**src/rtl/mem_arb_pkg.sv**
```systemverilog
// ============================================================================
// Module   : mem_arb_pkg
// Brief    : Shared encodings for the memory bus arbiter (state, owner tags).
// Revision : 1.0
// ============================================================================
`default_nettype none

package mem_arb_pkg;

    localparam int DEF_ADDR_WIDTH = 16;
    localparam int DEF_DATA_WIDTH = 8;

    localparam logic [1:0] ST_CPU_PRIO = 2'd0;
    localparam logic [1:0] ST_DBG_PRIO = 2'd1;
    localparam logic [1:0] ST_DBG_LOCK = 2'd2;

    localparam logic TAG_CPU = 1'b0;
    localparam logic TAG_DBG = 1'b1;

endpackage

`default_nettype wire

```
**src/rtl/mem_arb_rd_tracker.sv**
```systemverilog
// ============================================================================
// Module   : mem_arb_rd_tracker
// Brief    : Read-owner tag pipeline and per-requester rdata/rvalid registers.
// Revision : 1.0
// ============================================================================
`default_nettype none

module mem_arb_rd_tracker
    import mem_arb_pkg::*;
#(
    parameter int DATA_WIDTH   = DEF_DATA_WIDTH,
    parameter int READ_LATENCY = 1
) (
    input  logic                  clk,
    input  logic                  resetn,
    input  logic                  rd_push,
    input  logic                  rd_tag,
    input  logic [DATA_WIDTH-1:0] mem_rdata,
    output logic                  cpu_rvalid,
    output logic [DATA_WIDTH-1:0] cpu_rdata,
    output logic                  dbg_rvalid,
    output logic [DATA_WIDTH-1:0] dbg_rdata
);

    logic [READ_LATENCY-1:0] vld_q, vld_d;
    logic [READ_LATENCY-1:0] tag_q, tag_d;
    logic                    cpu_rvalid_q, cpu_rvalid_d;
    logic                    dbg_rvalid_q, dbg_rvalid_d;
    logic [DATA_WIDTH-1:0]   cpu_rdata_q, cpu_rdata_d;
    logic [DATA_WIDTH-1:0]   dbg_rdata_q, dbg_rdata_d;

    // The last pipeline stage lines up with the cycle mem_rdata is valid.
    always_comb begin
        vld_d        = vld_q << 1;
        vld_d[0]     = rd_push;
        tag_d        = tag_q << 1;
        tag_d[0]     = rd_tag;
        cpu_rvalid_d = vld_q[READ_LATENCY-1] && (tag_q[READ_LATENCY-1] == TAG_CPU);
        dbg_rvalid_d = vld_q[READ_LATENCY-1] && (tag_q[READ_LATENCY-1] == TAG_DBG);
        cpu_rdata_d  = cpu_rvalid_d ? mem_rdata : cpu_rdata_q;
        dbg_rdata_d  = dbg_rvalid_d ? mem_rdata : dbg_rdata_q;
    end

    always_ff @(posedge clk or negedge resetn) begin
        if (!resetn) begin
            vld_q        <= '0;
            tag_q        <= '0;
            cpu_rvalid_q <= 1'b0;
            dbg_rvalid_q <= 1'b0;
            cpu_rdata_q  <= '0;
            dbg_rdata_q  <= '0;
        end else begin
            vld_q        <= vld_d;
            tag_q        <= tag_d;
            cpu_rvalid_q <= cpu_rvalid_d;
            dbg_rvalid_q <= dbg_rvalid_d;
            cpu_rdata_q  <= cpu_rdata_d;
            dbg_rdata_q  <= dbg_rdata_d;
        end
    end

    assign cpu_rvalid = cpu_rvalid_q;
    assign cpu_rdata  = cpu_rdata_q;
    assign dbg_rvalid = dbg_rvalid_q;
    assign dbg_rdata  = dbg_rdata_q;

endmodule

`default_nettype wire

```
**src/rtl/mem_bus_arbiter.sv**
```systemverilog
// ============================================================================
// Module   : mem_bus_arbiter
// Brief    : CPU/debug arbiter for a single-port memory with dbg starvation
//            limit. Define MEM_ARB_LOCK_EN to add the dbg_lock bus lock.
// Revision : 1.0
// ============================================================================
`default_nettype none

module mem_bus_arbiter
    import mem_arb_pkg::*;
#(
    parameter int ADDR_WIDTH   = DEF_ADDR_WIDTH,
    parameter int DATA_WIDTH   = DEF_DATA_WIDTH,
    parameter int READ_LATENCY = 1,
    parameter int MAX_CPU_RUN  = 4
) (
    input  logic                  clk,
    input  logic                  resetn,
    input  logic                  cpu_req,
    input  logic                  cpu_we,
    input  logic [ADDR_WIDTH-1:0] cpu_addr,
    input  logic [DATA_WIDTH-1:0] cpu_wdata,
    output logic                  cpu_gnt,
    output logic                  cpu_rvalid,
    output logic [DATA_WIDTH-1:0] cpu_rdata,
    input  logic                  dbg_req,
    input  logic                  dbg_we,
    input  logic [ADDR_WIDTH-1:0] dbg_addr,
    input  logic [DATA_WIDTH-1:0] dbg_wdata,
`ifdef MEM_ARB_LOCK_EN
    input  logic                  dbg_lock,
`endif
    output logic                  dbg_gnt,
    output logic                  dbg_rvalid,
    output logic [DATA_WIDTH-1:0] dbg_rdata,
    output logic                  mem_en,
    output logic                  mem_we,
    output logic [ADDR_WIDTH-1:0] mem_addr,
    output logic [DATA_WIDTH-1:0] mem_wdata,
    input  logic [DATA_WIDTH-1:0] mem_rdata
);

    localparam int                CNT_W      = $clog2(MAX_CPU_RUN + 1);
    localparam logic [CNT_W-1:0]  c_run_last = CNT_W'(MAX_CPU_RUN - 1);

    logic [1:0]       state_q, state_d;
    logic [CNT_W-1:0] cnt_q, cnt_d;
    logic             lock_w;

`ifdef MEM_ARB_LOCK_EN
    assign lock_w = dbg_lock;
`else
    assign lock_w = 1'b0;
`endif

    always_ff @(posedge clk or negedge resetn) begin
        if (!resetn) begin
            state_q <= ST_CPU_PRIO;
            cnt_q   <= '0;
        end else begin
            state_q <= state_d;
            cnt_q   <= cnt_d;
        end
    end

    always_comb begin
        state_d = state_q;
        cnt_d   = cnt_q;
        case (state_q)
            ST_DBG_PRIO: begin
                state_d = ST_CPU_PRIO;
                cnt_d   = '0;
            end
`ifdef MEM_ARB_LOCK_EN
            ST_DBG_LOCK: begin
                cnt_d = '0;
                if (!lock_w) state_d = ST_CPU_PRIO;
            end
`endif
            default: begin
                state_d = ST_CPU_PRIO;
                if (dbg_gnt || !dbg_req) begin
                    cnt_d = '0;
                end else if (cpu_gnt) begin
                    if (cnt_q == c_run_last) begin
                        state_d = ST_DBG_PRIO;
                        cnt_d   = '0;
                    end else begin
                        cnt_d = cnt_q + 1'b1;
                    end
                end
            end
        endcase
        // A locked dbg grant from either priority state takes the bus.
        if (dbg_gnt && lock_w && (state_q != ST_DBG_LOCK)) begin
            state_d = ST_DBG_LOCK;
            cnt_d   = '0;
        end
    end

    // Grants are held low while resetn is asserted, even with requests present.
    always_comb begin
        cpu_gnt = 1'b0;
        dbg_gnt = 1'b0;
        if (resetn) begin
            case (state_q)
                ST_DBG_PRIO: begin
                    dbg_gnt = dbg_req;
                    cpu_gnt = cpu_req && !dbg_req;
                end
`ifdef MEM_ARB_LOCK_EN
                ST_DBG_LOCK: begin
                    dbg_gnt = dbg_req;
                end
`endif
                default: begin
                    cpu_gnt = cpu_req;
                    dbg_gnt = dbg_req && !cpu_req;
                end
            endcase
        end
    end

    always_comb begin
        mem_en    = cpu_gnt || dbg_gnt;
        mem_we    = 1'b0;
        mem_addr  = '0;
        mem_wdata = '0;
        if (cpu_gnt) begin
            mem_we    = cpu_we;
            mem_addr  = cpu_addr;
            mem_wdata = cpu_wdata;
        end else if (dbg_gnt) begin
            mem_we    = dbg_we;
            mem_addr  = dbg_addr;
            mem_wdata = dbg_wdata;
        end
    end

    mem_arb_rd_tracker #(
        .DATA_WIDTH   (DATA_WIDTH),
        .READ_LATENCY (READ_LATENCY)
    ) u_rd_tracker (
        .clk        (clk),
        .resetn     (resetn),
        .rd_push    (mem_en && !mem_we),
        .rd_tag     (dbg_gnt ? TAG_DBG : TAG_CPU),
        .mem_rdata  (mem_rdata),
        .cpu_rvalid (cpu_rvalid),
        .cpu_rdata  (cpu_rdata),
        .dbg_rvalid (dbg_rvalid),
        .dbg_rdata  (dbg_rdata)
    );

endmodule

`default_nettype wire

```
**config.mk**
```make
export PLATFORM = sky130hd
export DESIGN_NAME = mem_bus_arbiter
export DESIGN_NICKNAME = d
export VERILOG_FILES = /design/src/rtl/mem_arb_pkg.sv /design/src/rtl/mem_arb_rd_tracker.sv /design/src/rtl/mem_bus_arbiter.sv
export SDC_FILE = /design/constraint.sdc
export NUM_CORES = 1
export LEC_CHECK = 0
export ABC_AREA = 1
export CORE_MARGIN = 2
export CORE_UTILIZATION = 36
export CTS_CLUSTER_SIZE = 12
export DETAILED_ROUTE_END_ITERATION = 12
export PLACE_DENSITY = 0.86
export SLEW_MARGIN = 20
export SYNTH_ARGS = -nofsm -noshare
export SYNTH_HDL_FRONTEND = slang
export SYNTH_HIERARCHICAL = 1
export SYNTH_SLANG_ARGS = --single-unit
export TNS_END_PERCENT = 30
```
**constraint.sdc**
```tcl
create_clock -name clk -period 2.35 [get_ports clk]
set_input_delay 0.47 -clock clk [delete_from_list [all_inputs] [get_ports clk]]
set_output_delay 0.47 -clock clk [all_outputs]
set_load 0.05 [all_outputs]
```
# After elaboration in Yosys (flattened, before gate mapping)

Index checks and enable logic that the tools add are counted.

Register bits: 25
Bits of input ports: 62

Reductions and logical operators: 11
Bitwise gates (word level): 1
Mux-type cells: 19
Eq/ne operators: 2
$add $sub $neg: 1

Operator list:

| operator                                            | number |
|---|---|
| 2-to-1 mux 16 bit                                   | 2 |
| 2-to-1 mux 8 bit                                    | 2 |
| 2-to-1 mux 3 bit                                    | 4 |
| 2-to-1 mux 1 bit                                    | 11 |
| logical AND 1 bit                                   | 5 |
| adder 3 x 1 -> 3 bit, second input constant         | 1 |
| equality test 3 x 2 -> 1 bit, second input constant | 1 |
| logical NOT 1 bit                                   | 3 |
| nonzero test 3 bit                                  | 1 |
| equality test 2 x 1 -> 1 bit, second input constant | 1 |
| logical OR 1 bit                                    | 2 |
| NOT 1 bit                                           | 1 |

# Logic depth before layout (Yosys ltp)

Gate-level depths: netlist of run 1.

Word-level depth: 8
Mapped depth: 7
Mapped depth without buffers: 6

# By module

The synthesis of run 1 kept the hierarchy.

By module, submodules not included:

| module             | area each (um2) | instances | cells each | sequential area each (um2) |
|---|---|---|---|---|
| mem_arb_rd_tracker | 770.7           | 1         | 76         | 500.5 |
| mem_bus_arbiter    | 629.4           | 1         | 114        | 100.1 |

# Worst setup path before layout of run 1

No wires, ideal clock.

Path type: input-to-output
Start: input cpu_req
End: output mem_addr[14]
Path slack: 0.473 ns
Data arrival time: 1.407 ns
Buffers on the path: 1
Data required time: 1.880 ns
Stages on the path: 5
Cells stage by stage: nand2_1 -> a21oi_4 -> buf_4 -> nand2_1 -> nand2_1

Elaborated cells on any way between the ends: 9
Classes of those cells: mux: 6; reduce/logical: 3

RTL lines:

| item                | line                   | source |
|---|---|---|
| start: declaration  | mem_bus_arbiter.sv:19  | `input logic cpu_req,` |
| logical AND 1 bit   | mem_bus_arbiter.sv:109 | `cpu_gnt = cpu_req && !dbg_req;` |
| 2-to-1 mux 1 bit *  | mem_bus_arbiter.sv:106 | `case (state_q)` |
| 2-to-1 mux 1 bit *  | mem_bus_arbiter.sv:105 | `if (resetn) begin` |
| net cpu_gnt         | mem_bus_arbiter.sv:23  | `output logic cpu_gnt,` |
| 2-to-1 mux 16 bit * | mem_bus_arbiter.sv:129 | `if (cpu_gnt) begin` |
| end: declaration    | mem_bus_arbiter.sv:38  | `output logic [ADDR_WIDTH-1:0] mem_addr,` |

The timed path passes the listed nets; every way through them passes the cells marked *.

# Final worst setup path of run 1

Start: input resetn
End: output mem_addr[9]

Word-level cells in the longest chain between the ends: 3
Elaborated cells on any way between the ends: 4
Classes of those cells: mux: 4

RTL lines:

| item                | line                   | source |
|---|---|---|
| start: declaration  | mem_bus_arbiter.sv:18  | `input logic resetn,` |
| 2-to-1 mux 1 bit    | mem_bus_arbiter.sv:105 |  |
| 2-to-1 mux 16 bit   | mem_bus_arbiter.sv:133 | `end else if (dbg_gnt) begin` |
| 2-to-1 mux 16 bit * | mem_bus_arbiter.sv:129 |  |

Mark *: on every way between the ends. The rest lies on a longest branch, timed or not.

==> key figures, run 1 <==
Run status
  – Status: complete, no violations

STA
  – Min Clock Period, post-route: 2.27 ns
  – Layout Skew: 0.00878 ns
  – TNS Setup: 0 ns
  – Setup violators final: 0
  – Slew Viols, Final: 0
  – Worst-Margin Slew: 0.590 ns
  – Slew headroom: 0.607
  – Minimum hold slack: 0.473 ns
  – Final hold violation count: 0
  – Fmax: 441 MHz
  – RSZ-0062 raised after global routing: no
  – Tcrit/Tclk final: 0.966

Layout
  – Layout area overhead: 102%
  – # nets final: 362
  – Fillers: 288
  – Layout cells sized above 1: 0.198
  – Ant. Diodes: 0

CTS
  – Root Driver: clkbuf_8
  – # H-tree levels: 1
  – CTS Hold Buffers Added: 0
  – Clk buf depth: 2
  – Clock sinks: 24
  – Setup Buffers After CTS: 0
  – CTS Buf Count: 3
  – Clk_lat worst skew: 0.27 ns
  – CTS tree: done
  – CTS clock-pin slew for the worst setup and hold paths: 0.07 ns

Place
  – GP Congestion: 0.870
  – IO buf count: 107
  – Final HPWL DP: 3700 um

Power and ir drop
  – Clock power share: 0.169
  – Power Density: 582 nW/um2
  – Int Pwr: 979 uW
  – Worst VDD drop: 278 uV
  – Total net switching power: 666 uW
  – Flop pwr share: 0.320
  – Switching share of power: 0.405
  – Leak pwr: 1.38 nW
  – Power share of the combinational group: 0.511

GRT
  – Tot GR Track Use: 0.216
  – Initial antenna violation count: 0
  – Total gr overflow: 0
  – First-pass GRT wire length: 7220 um
  – Vias in the first global route: 1710
  – Largest net degree at the start of global routing: 27

Synth
  – Mapped Cells: 190
  – Distinct cell type count after synthesis: 18
  – Synthesized area per cell: 7.37 um2
  – Top cell type by total area after synthesis: dfrtp_1
  – Post-synthesis sequential area ratio: 0.429
  – Yosys synthesis warning count: 6
  – Synthesized net count: 253
  – Yosys top cell area share: 0.429
  – Synth top area cells: dfrtp_1 (43%), nand2_1 (27%), nand2_2 (7.1%)
  – Synth Register Bits: 24
  – Area of the mapped netlist: 1400 um2

Detailed routing
  – Vias per cell: 4.62
  – Routed WL: 4390 um
  – DRT antenna net count: 0
  – TritonRoute pass-1 iters: 4
  – Total number of vias: 1598
  – DRC: 0
  – Starting DRT DRC Count: 76
  – Wire per inst: 12.7 um

Setup path
  – CP Cell Sequence: clkdlybuf4s50_1 -> nand2_1 -> a21oi_4 -> buf_12 -> nand2_1 -> nand2_1 -> buf_12
  – Crit path max fanout: 25
  – CP required: 1.88 ns
  – Critical path startpoint category: input port
  – CP Data Arrival Time: 1.80 ns
  – Bufs and invs on worst path: 3
  – Crit Path Class: in2out
  – CP dominant cell by count: nand2_1
  – Slowest CP cell: clkdlybuf4s50_1
  – CP Capture Type: output pin
  – CP top delay family: buffers and inverters
  – Largest stage delay, worst path: 0.53 ns

Die
  – Die Ht: 66.4 um
  – I/O pins: 108
  – Die area: 4400 um2
  – Starting Density: 0.380
  – Die width: 66.4 um
  – FP Rows: 22
  – Core area: 3690 um2

Hold path
  – Worst hold path type: reg2reg

Run
  – Maxcap violations: 0
[cell families (layout without fill, tap and decap cells)]
kind of cell,count (synthesis),after routing,share of synthesized area
flip-flops,24,24,0.429
AO/OA/AOI/OAI,3,3,0.0188
buffers and inverters,17,125,0.0956
AND/OR/NAND/NOR,145,145,0.448
adder cells (fa/ha/maj),1,1,0.00894
[Yosys cell counts]
library cell	n
nand2_1	100
dfrtp_1	24
nand3_1	20
nand2_2	16
inv_1	6
nor2_1	6
buf_6	3
a21oi_1	2
buf_4	2
inv_2	2
nand2_4	2
a21oi_4	1
and3_1	1
buf_12	1
buf_8	1
ha_1	1
inv_6	1
inv_8	1
[placed cells by master (no fill, tap or decap), drive strengths merged]
master / n
nand2: 118
clkdlybuf4s50: 79
buf: 32
dfrtp: 24
nand3: 20
inv: 10
nor2: 6
clkbuf: 4
a21oi: 3
and3: 1
ha: 1
[sequential cells by signal, indices dropped and copies added, names as in the netlist]
register                 count
state_q                      1
u_rd_tracker/dbg_rvalid      1
u_rd_tracker/cpu_rdata       8
u_rd_tracker/cpu_rvalid      1
u_rd_tracker/vld_q           1
cnt_q                        3
u_rd_tracker/dbg_rdata       8
u_rd_tracker/tag_q           1
[stage by stage]
step,utilization,worst slack [ns],instance area [um2],total power [mW],cells
2_1_floorplan,-,0.473,1400,0.976,190
3_3_place_gp,0.751,0.0808,2770,1.36,342
3_5_place_dp,0.751,0.0643,2770,1.38,342
4_1_cts,0.766,0.0685,2830,1.65,346
5_1_grt,0.767,0.00718,2830,1.72,346
6_report,0.767,0.0808,2830,1.65,346
[layout make-up]
class | count | area (um2) | share of cell area
Clock buffer | 4 | 55.1 | 0.0195
Inverter | 10 | 52.6 | 0.0186
Multi-Input combinational cell | 149 | 666 | 0.235
Sequential cell | 24 | 601 | 0.212
Tap cell | 48 | 60.1 | 0.0212
Timing Repair Buffer | 111 | 1390 | 0.493
[per-layer routing]
layer  GRT usage  vias up  wire length, um
met5           0        -                0
met4      0.0638        0               55
met3      0.0562        6              416
met2       0.419       90             2310
met1       0.225      706             1610
li1            -      796                -
[worst reg2reg max path, stage by stage, from the launching register on]
cell and delay, ns:
dfrtp_1 0.72, nand2_2 0.24, nand2_1 0.13, nand2_1 0.06
[worst paths after layout]
path                                                             from                               endpoint  depth (start not counted)  slack [ns]
worst max-delay path                                           resetn                            mem_addr[9]                          7        0.08
worst min-delay path            u_rd_tracker/cpu_rdata[6]$_DFFE_PN0P_  u_rd_tracker/cpu_rdata[6]$_DFFE_PN0P_                          2        0.47
worst max register to register           u_rd_tracker/vld_q$_DFF_PN0_  u_rd_tracker/dbg_rdata[5]$_DFFE_PN0P_                          3        1.10
worst min register to register  u_rd_tracker/cpu_rdata[6]$_DFFE_PN0P_  u_rd_tracker/cpu_rdata[6]$_DFFE_PN0P_                          2        0.47
max in group asynchronous                                      resetn  u_rd_tracker/dbg_rdata[5]$_DFFE_PN0P_                          2        1.54
min in group asynchronous                                      resetn  u_rd_tracker/dbg_rdata[4]$_DFFE_PN0P_                          2        0.58
[what timing repair did]
action	in CTS	in global routing
resized for setup	0	1
endpoints found under the setup margin	0	3
hold endpoints to repair	0	0
[power groups by stage]
stage	clock network (mW)	logic, mW	registers (mW)
3_3_place_gp	0	0.834	0.530
4_1_cts	0.278	0.847	0.528
5_1_grt	0.296	0.883	0.536
6_report	0.278	0.841	0.527
3_5_place_dp	0	0.845	0.536
2_1_floorplan	0	0.230	0.746
Note: power is estimated with default switching activity, not from simulation.
==> run 2: changes to the inputs <==
CORE_UTILIZATION = 33   (was 36)
GPL_TIMING_DRIVEN = 0   (was default)
PLACE_DENSITY = 0.79   (was 0.86)
clock period = 2.4 ns   (was 2.35 ns; I/O delays follow)
==> run 2 against run 1 <==
  * Clock skew fell by 0.0015 ns
  * Largest power group unchanged
  * Wire length fell by 8.1%
  * Largest cell class unchanged
  * Critical path depth fell by 1
==> key figures, run 2 (synthesis results as in run 1) <==
Setup path
  – Largest stage delay, worst path: 0.54 ns (about the same)
  – CP Cell Sequence: clkdlybuf4s50_1 -> nand2_1 -> inv_1 -> nor2_1 -> inv_1 -> dlygate4sd2_1
  – CP required: 1.92 ns (+0.04 ns)
  – Slowest CP cell: dlygate4sd2_1
  – Critical path startpoint category: input port
  – CP Data Arrival Time: 1.84 ns (+0.04 ns)
  – CP startpoint: cpu_req
  – Crit path max fanout: 2 (-92%)
  – CP Capture Type: output pin
  – R2R Path Start: state_q[0]$_DFF_PN0_
  – CP dominant cell by count: inv_1
  – Crit Path Class: in2out

Layout
  – Final core utilization: 0.640 (-0.127)
  – Layout area overhead: 84.2%
  – Layout cells sized above 1: 0.206 (+0.00799)
  – # nets final: 365 (+0.83%)
  – Fillers: 365 (+27%)
  – Ant. Diodes: 0 (unchanged)
  – Final instance area: 2580 um2 (-8.8%)
  – Leading cell types in the layout, fill and taps excluded: nand2_1 (100), clkdlybuf4s50_1 (77), dfrtp_1 (24)
  – Layout Cells excl Fill: 351 (+1.4%)
  – Commonest non-fill, non-tap cell in the layout: nand2_1

Die
  – Die Ht: 69.1 um (+4.2%)
  – Core area: 4030 um2 (+9.2%)
  – Die area: 4780 um2 (+8.5%)
  – Die width: 69.1 um (+4.2%)
  – FP Rows: 23 (+4.5%)
  – Starting Density: 0.348 (-0.0321)
  – I/O pins: 108 (unchanged)

GRT
  – Tot GR Track Use: 0.172 (-0.0440)
  – First-pass GRT wire length: 6770 um (-6.3%)
  – Vias in the first global route: 1637 (-4.3%)
  – Total gr overflow: 0 (unchanged)
  – Largest net degree at the start of global routing: 28 (+3.7%)
  – Initial antenna violation count: 0 (unchanged)

Power and ir drop
  – Power Density: 628 nW/um2 (+7.9%)
  – Worst VDD drop: 238 uV (-14%)
  – Leak pwr: 1.34 nW (-3.4%)

Place
  – Placed cells: 347 (+1.5%)
  – Dpl cell area: 2530 um2 (-8.7%)
  – Worst slack at placement: -0.710 ns (-0.774 ns)
  – Final HPWL DP: 3250 um (-12%)
  – IO buf count: 107 (unchanged)
  – GP Congestion: 0.802 (-7.9%)

Detailed routing
  – Starting DRT DRC Count: 125 (+64%)
  – Wire per inst: 11.5 um (-9.4%)
  – Routed WL: 4040 um (-8.1%)
  – TritonRoute pass-1 iters: 4 (unchanged)
  – DRC: 0 (unchanged)
  – Vias per cell: 4.60 (-0.31%)
  – Total number of vias: 1616 (+1.1%)
  – DRT antenna net count: 0 (unchanged)

STA
  – Fmax: 432 MHz
  – Setup violators final: 0 (unchanged)
  – Slew headroom: 0.647 (+0.0401)
  – Final worst setup slack: 0.0827 ns (+0.00183 ns)
  – Worst-Margin Slew: 0.528 ns (-0.0618 ns)
  – Slew Viols, Final: 0 (unchanged)
  – Min Clock Period, post-route: 2.32 ns
  – Final hold violation count: 0 (unchanged)
  – Layout Skew: 0.00729 ns (-0.00150 ns)
  – Tcrit/Tclk final: 0.966

CTS
  – Setup Buffers After CTS: 0 (unchanged)
  – CTS tree: done
  – Clock sinks: 24 (unchanged)
  – Root Driver: clkbuf_8
  – CTS clock-pin slew for the worst setup and hold paths: 0.09 ns (+0.02 ns)
  – # H-tree levels: 1 (unchanged)
  – Clk buf depth: 2 (unchanged)
  – CTS Buf Count: 3 (unchanged)
  – Clk_lat worst skew: 0.27 ns (about the same)
  – CTS Hold Buffers Added: 0 (unchanged)

Run status
  – Status: complete, no violations

Run
  – Maxcap violations: 0 (unchanged)

Hold path
  – Worst hold path type: in2async
-- run 2: power by group --
| group | internal, mW | switching (mW) | leakage [nW] |
|---|---|---|---|
| Sequential | 0.470 | 0.0345 | 0.301 |
| Clock | 0.223 | 0.131 | 0.0357 |
| Combinational | 0.286 | 0.476 | 0.998 |
| Total | 0.978 | 0.641 | 1.34 |
-- run 2: final timing paths --
path,end,slack [ns],cells after the start
hold / removal,u_rd_tracker/cpu_rdata[6]$_DFFE_PN0P_,0.1,1
max in group asynchronous,u_rd_tracker/vld_q$_DFF_PN0_,2.04,1
setup / recovery,mem_en,0.08,6
hold reg to reg,u_rd_tracker/dbg_rdata[4]$_DFFE_PN0P_,0.47,2
min in group clk,u_rd_tracker/dbg_rdata[4]$_DFFE_PN0P_,0.47,2
setup reg to reg,cnt_q[2]$_DFFE_PN0P_,1.33,5
-- run 2: repair_timing --
| item | 4_1_cts | 5_1_grt |
|---|---|---|
| setup endpoints to repair | 28 | 26 |
| cloned | 0 | 0 |
| gates resized for setup | 128 | 53 |
-- run 2: metal layers --
layer | vias to the layer above | global-route usage | part of all wire
li1 | 804 | - | -
met5 | - | 0 | 0
met3 | 8 | 0.0526 | 0.088
met4 | 0 | 0.0806 | 0.019
met1 | 720 | 0.197 | 0.40
met2 | 84 | 0.294 | 0.49
-- run 2: critical path, delay by kind of cell --
kind	cells	cell delay [ns]
simple gates	2	0.17
buf+inv	4	1.19
-- run 2: area by class of cell --
type                            count  area, um2  area share
Sequential cell                    24        601       0.233
Timing Repair Buffer              107       1040       0.402
Inverter                           10       50.0      0.0194
Clock buffer                        3       41.3      0.0160
Multi-Input combinational cell    149        666       0.258
Tap cell                           50       62.6      0.0243
Clock inverter                      1       30.0      0.0116
Buffer                              7       91.3      0.0354
-- run 2: through the flow --
stage | power, mW | TNS (ns) | hold slack, ns
after floorplan | 0.956 | 0 | 0.184
after global placement | 1.27 | -41.57 | 0.455
after detailed placement | 1.28 | -17.25 | 0.459
after CTS | 1.62 | -0.240 | 0.109
after global routing | 1.69 | -0.0101 | 0.123
final | 1.62 | 0 | 0.0967
